--- config.mk ---
export PLATFORM = sky130hd
export DESIGN_NAME = dmem_arbiter
export DESIGN_NICKNAME = d
export VERILOG_FILES = /design/src/rtl/dmem_arb_pkg.sv /design/src/rtl/dmem_arb_hold_ctr.sv /design/src/rtl/dmem_arbiter.sv
export SDC_FILE = /design/constraint.sdc
export NUM_CORES = 1
export LEC_CHECK = 0
export BUFFER_PORTS_ARGS = -buffer_cell sky130_fd_sc_hd__clkbuf_2
export CORE_MARGIN = 2
export CORE_UTILIZATION = 31
export CTS_CLUSTER_DIAMETER = 50
export DETAILED_ROUTE_END_ITERATION = 16
export GPL_TIMING_DRIVEN = 0
export PLACE_DENSITY = 0.89
export SYNTH_ARGS = -nofsm -noshare
export SYNTH_HDL_FRONTEND = slang
export SYNTH_SLANG_ARGS = --single-unit
--- constraint.sdc ---
create_clock -name clk -period 2.84 [get_ports clk]
set_input_delay 0.426 -clock clk [delete_from_list [all_inputs] [get_ports clk]]
set_output_delay 0.426 -clock clk [all_outputs]
set_load 0.05 [all_outputs]
--- src/rtl/dmem_arb_pkg.sv ---
// rtl/dmem_arb_pkg.sv - shared types and default widths for the data memory arbiter
package dmem_arb_pkg;

   localparam int DMEM_ADDR_W = 8;
   localparam int DMEM_DATA_W = 16;

   typedef enum logic [1:0] {
      IDLE = 2'd0,
      CPU  = 2'd1,
      HOST = 2'd2
   } owner_t;

   typedef struct packed {
      logic                   req;
      logic                   wr;
      logic [DMEM_ADDR_W-1:0] addr;
      logic [DMEM_DATA_W-1:0] wdata;
   } dmem_req_t;

endpackage

--- src/rtl/dmem_arb_hold_ctr.sv ---
// rtl/dmem_arb_hold_ctr.sv - tenure counter for the current owner, saturating at MAX_HOLD
module dmem_arb_hold_ctr #(
   parameter int MAX_HOLD = 4,
   parameter int CW       = $clog2(MAX_HOLD + 1)
) (
   input  logic clk,
   input  logic reset,
   input  logic inc,
   input  logic load1,
   input  logic clr,
   output logic at_max
);

   logic [CW-1:0] hold_cnt;

   assign at_max = (hold_cnt == CW'(MAX_HOLD));

   always_ff @(posedge clk) begin
      if (reset || clr) begin
         hold_cnt <= '0;
      end else if (load1) begin
         hold_cnt <= CW'(1);
      end else if (inc && !at_max) begin
         hold_cnt <= hold_cnt + CW'(1);
      end
   end

endmodule

--- src/rtl/dmem_arbiter.sv ---
// rtl/dmem_arbiter.sv - CPU/host arbiter for the single-port data memory, CPU wins ties
// Optional stall counter enabled by defining DMEM_ARB_STALL_CNT_EN.
module dmem_arbiter
   import dmem_arb_pkg::*;
#(
   parameter int ADDR_W   = DMEM_ADDR_W,
   parameter int DATA_W   = DMEM_DATA_W,
   parameter int MAX_HOLD = 4,
   parameter int STALL_W  = 16
) (
   input  logic               clk,
   input  logic               reset,
   input  logic               cpu_req,
   input  logic               cpu_wr,
   input  logic [ADDR_W-1:0]  cpu_addr,
   input  logic [DATA_W-1:0]  cpu_wdata,
   output logic               cpu_gnt,
   output logic               cpu_rvalid,
   input  logic               host_req,
   input  logic               host_wr,
   input  logic [ADDR_W-1:0]  host_addr,
   input  logic [DATA_W-1:0]  host_wdata,
   output logic               host_gnt,
   output logic               host_rvalid,
   output logic [DATA_W-1:0]  rdata,
   output logic [ADDR_W-1:0]  mem_addr,
   output logic               mem_wr,
   output logic [DATA_W-1:0]  mem_wdata,
   input  logic [DATA_W-1:0]  mem_rdata,
   output logic [1:0]         owner,
   output logic [STALL_W-1:0] stall_cnt
);

   owner_t owner_q, owner_nxt;
   logic   cpu_g, host_g;
   logic   hold_inc, hold_load1, hold_clr, at_max;

   dmem_arb_hold_ctr #(.MAX_HOLD(MAX_HOLD)) u_hold (
      .clk    (clk),
      .reset  (reset),
      .inc    (hold_inc),
      .load1  (hold_load1),
      .clr    (hold_clr),
      .at_max (at_max)
   );

   // The owner keeps the port until its tenure is used up while the other side waits.
   always_comb begin
      cpu_g  = 1'b0;
      host_g = 1'b0;
      if (!reset) begin
         unique case (owner_q)
            CPU: begin
               if (cpu_req && !(host_req && at_max)) cpu_g = 1'b1;
               else if (host_req)                    host_g = 1'b1;
            end
            HOST: begin
               if (host_req && !(cpu_req && at_max)) host_g = 1'b1;
               else if (cpu_req)                     cpu_g = 1'b1;
            end
            default: begin
               if (cpu_req)       cpu_g = 1'b1;
               else if (host_req) host_g = 1'b1;
            end
         endcase
      end
   end

   always_comb begin
      owner_nxt  = IDLE;
      hold_inc   = 1'b0;
      hold_load1 = 1'b0;
      hold_clr   = 1'b0;
      if (cpu_g) begin
         owner_nxt  = CPU;
         hold_inc   = (owner_q == CPU);
         hold_load1 = (owner_q != CPU);
      end else if (host_g) begin
         owner_nxt  = HOST;
         hold_inc   = (owner_q == HOST);
         hold_load1 = (owner_q != HOST);
      end else begin
         hold_clr   = 1'b1;
      end
   end

   always_comb begin
      mem_addr  = '0;
      mem_wdata = '0;
      mem_wr    = 1'b0;
      if (cpu_g) begin
         mem_addr  = cpu_addr;
         mem_wdata = cpu_wdata;
         mem_wr    = cpu_wr;
      end else if (host_g) begin
         mem_addr  = host_addr;
         mem_wdata = host_wdata;
         mem_wr    = host_wr;
      end
   end

   always_ff @(posedge clk) begin
      if (reset) begin
         owner_q     <= IDLE;
         cpu_rvalid  <= 1'b0;
         host_rvalid <= 1'b0;
      end else begin
         owner_q     <= owner_nxt;
         cpu_rvalid  <= cpu_g && !cpu_wr;
         host_rvalid <= host_g && !host_wr;
      end
   end

   assign cpu_gnt  = cpu_g;
   assign host_gnt = host_g;
   assign rdata    = mem_rdata;
   assign owner    = owner_q;

`ifdef DMEM_ARB_STALL_CNT_EN
   logic [STALL_W-1:0] stall_q;

   // Only one side can be stalled in a cycle, so a single +1 covers both ports.
   always_ff @(posedge clk) begin
      if (reset) begin
         stall_q <= '0;
      end else if (((cpu_req && !cpu_g) || (host_req && !host_g)) && (stall_q != '1)) begin
         stall_q <= stall_q + STALL_W'(1);
      end
   end

   assign stall_cnt = stall_q;
`else
   assign stall_cnt = '0;
`endif

endmodule

==> run metrics <==
Die Height 59.7 um; Unique masters post-synth 30; Routed met3 length 207 um; root buffer cell clkbuf_4; commonest non-fill, non-tap cell in the layout clkbuf_2; io pins 133; multi-input logic area 607 um^2; RSZ-0062 raised after global routing no; Yosys warnings 0; initial antenna violation count 0; sequential cell area 140 um^2; DR vias 1,240; Initial Util 32.1%; Clock Skew 0.00202 ns; Max Used Layer met4; Synth top area share 24.9%; wire per inst 11.3 um; sum of negative setup slack 0 ns; clock transition at the registers of the reported paths 0.05 ns; Die Wd 59.7 um; critical path class flop to primary output; First-pass DRT Iterations 4; final hold viol count 0; status finished clean; vias in the first global route 933; GPL Wtd Cong 0.764; Layout area overhead 77.7%; Power per Cell Area 512 mW/mm^2; final net count 315; CTS tree yes; max cap viols 0; CTS max path bufs 2; critical path cell sequence inv_1 > ha_2 > and4b_1 > o22a_1 > a311oi_4 > buf_6 > buf_6 > a22o_2 > buf_4; Setup WS post-layout 0.113 ns; H-tree Lvls 1; R2R Path End owner[1]; Die ar. 0.00357 mm^2; GRT Total Usage 14.1%; WL final 3070 um; Leak Pwr 0.00101 uW; synth top area cells buf_4 25%, a22o_1 23%, dfxtp_1 15%; row cnt 20; ANT cells 0; most frequent cells in the layout 80 x clkbuf_2, 46 x buf_4, 19 x a22o_2, 16 x conb_1, 9 x buf_6; period utilization 96.0%; slowest cell on the critical path ha_2; hold_buf cts 0; first-pass GRT wire length 3980 um; startpoint types flop; Seq cells post-synth 7; Inserted Clock Buffers 3; routed length on met1 1220 um; most frequent CP cell buf_6; # fillers 282; pin count of the biggest net entering global routing 11; Hold Crit Depth 2; vias per cell 4.54; GRT overflow 0; Cell Count, Final, Fillers Out 273; R2R Setup Slk 1.06 ns; sequential cell area fraction in the yosys report 14.5%; cell taking the most area after synthesis buf_4; IO buf count 100; CP required 2.41 ns; Worst R2R Start owner[0]; max-slew violations 0; DR WL met2 1610 um; Endpoint, Worst Hold host_rvalid; Hold Path Class primary input to flop; final instance area 0.00171 mm^2; Worst VDD drop 0.271 mV; layout cells sized above 1 68.8%; crit path time final 2.73 ns; crit path DAT 2.30 ns; Cells after DPL 267; core area 0.00300 mm^2; Core Util, Final 57.0%; DRC 0; fmax 0.367 GHz; cell count after synthesis 119; final antenna-violating net count 0; endpoint class of the critical path primary output; Detailed Route Iter0 Violations 18; DP Area 0.00159 mm^2; Clk Latency, worst-skew pair 0.26 ns; synthesized area 963 um^2; Crit Path Max Fanout 10; syn_area_per_cell 8.10 um^2; cell depth of the worst flop-to-flop path 7; Num Clock Sinks 7; hold wc startpoint host_wr; Final HPWL DP 2490 um; crit-path max cell delay 0.37 ns; Place WS 0.0447 ns; Final setup violation count 0
## how the worst max path moves through the flow
| stage | start | end | slack (ns) | cells after the start |
|---|---|---|---|---|
| after floorplan | owner[0] | mem_addr[7] | 0.01 | 6 |
| after global placement | owner[0] | mem_addr[5] | 0.1 | 8 |
| after detailed placement | owner[0] | mem_addr[5] | 0.04 | 8 |
| after CTS | owner[0] | mem_addr[5] | 0.02 | 9 |
| after global routing | owner[0] | mem_addr[1] | 0.002 | 9 |
| final | owner[0] | mem_wdata[4] | 0.11 | 9 |
## report_power, final
group	switching, uW	internal [uW]	total [uW]
sequential	7.75	109	116
clock	40.8	53.9	94.7
combinational	438	228	666
## sequential cells by signal, indices dropped and copies added, names as in the netlist
signal,cells
host_rvalid,1
cpu_rvalid,1
owner,2
u_hold.hold_cnt,3
## area by class of cell
type	instances	area share [%]
Buffer	36	15.9
Multi-Input combinational cell	83	35.5
Timing Repair Buffer	102	34.7
Sequential cell	7	8.19
Tap cell	33	2.41
Inverter	8	1.75
Clock buffer	4	1.54
## per-stage QoR
step | total power [uW] | hold WS [ns]
after floorplan | 611 | 0.498
after global placement | 729 | 0.541
after detailed placement | 737 | 0.547
after CTS | 857 | 0.341
after global routing | 920 | 0.346
final | 877 | 0.340
## worst max-delay path: cells and delay by family (launching register included)
family,cells,cell delay [ns]
AO/OA/AOI/OAI,3,0.54
adder cells (fa/ha/maj),1,0.37
buffers and inverters,4,0.56
flip-flops,1,0.36
AND/OR/NAND/NOR,1,0.22
## cells in the mapped netlist (all sizes together)
cell     n
nor2b    2
dfxtp    7
ha       4
a211oi   2
a211o    1
a21oi    5
nand2    6
a311oi   1
conb     1
o22ai    1
nor2     2
clkbuf   1
buf     35
and4b    1
nand4b   1
a21boi   1
inv      8
o21ai    2
mux2i    1
o22a     1
a21o     1
nand3    4
a31oi    1
a22o    25
nand2b   3
nand3b   1
a21bo    1
## cells by family (layout without fill, tap and decap cells)
| logic type | after synthesis | in the layout | synth area share [%] |
|---|---|---|---|
| DFF | 7 | 7 | 14.5 |
| buffers and inverters | 44 | 150 | 31.3 |
| muxes | 1 | 1 | 1.04 |
| and+or+nand+nor | 20 | 20 | 11.2 |
| other | 1 | 16 | 0.389 |
| adders and majority gates | 4 | 4 | 5.20 |
| AOI/OAI and AO/OA | 42 | 42 | 36.4 |
## routing by layer
layer,vias up,GRT usage [%]
met5,-,0
met4,0,3.17
met3,10,3.46
met2,63,23.3
met1,541,18.4
li1,626,-
## what timing repair did
item | CTS | global route
endpoints found under the setup margin | 25 | 23
gates resized for setup | 20 | 32
pin swaps | 1 | 0
hold endpoints to repair | 0 | 0
setup buffers | 2 | 0
(Power assumes the default switching activity.)
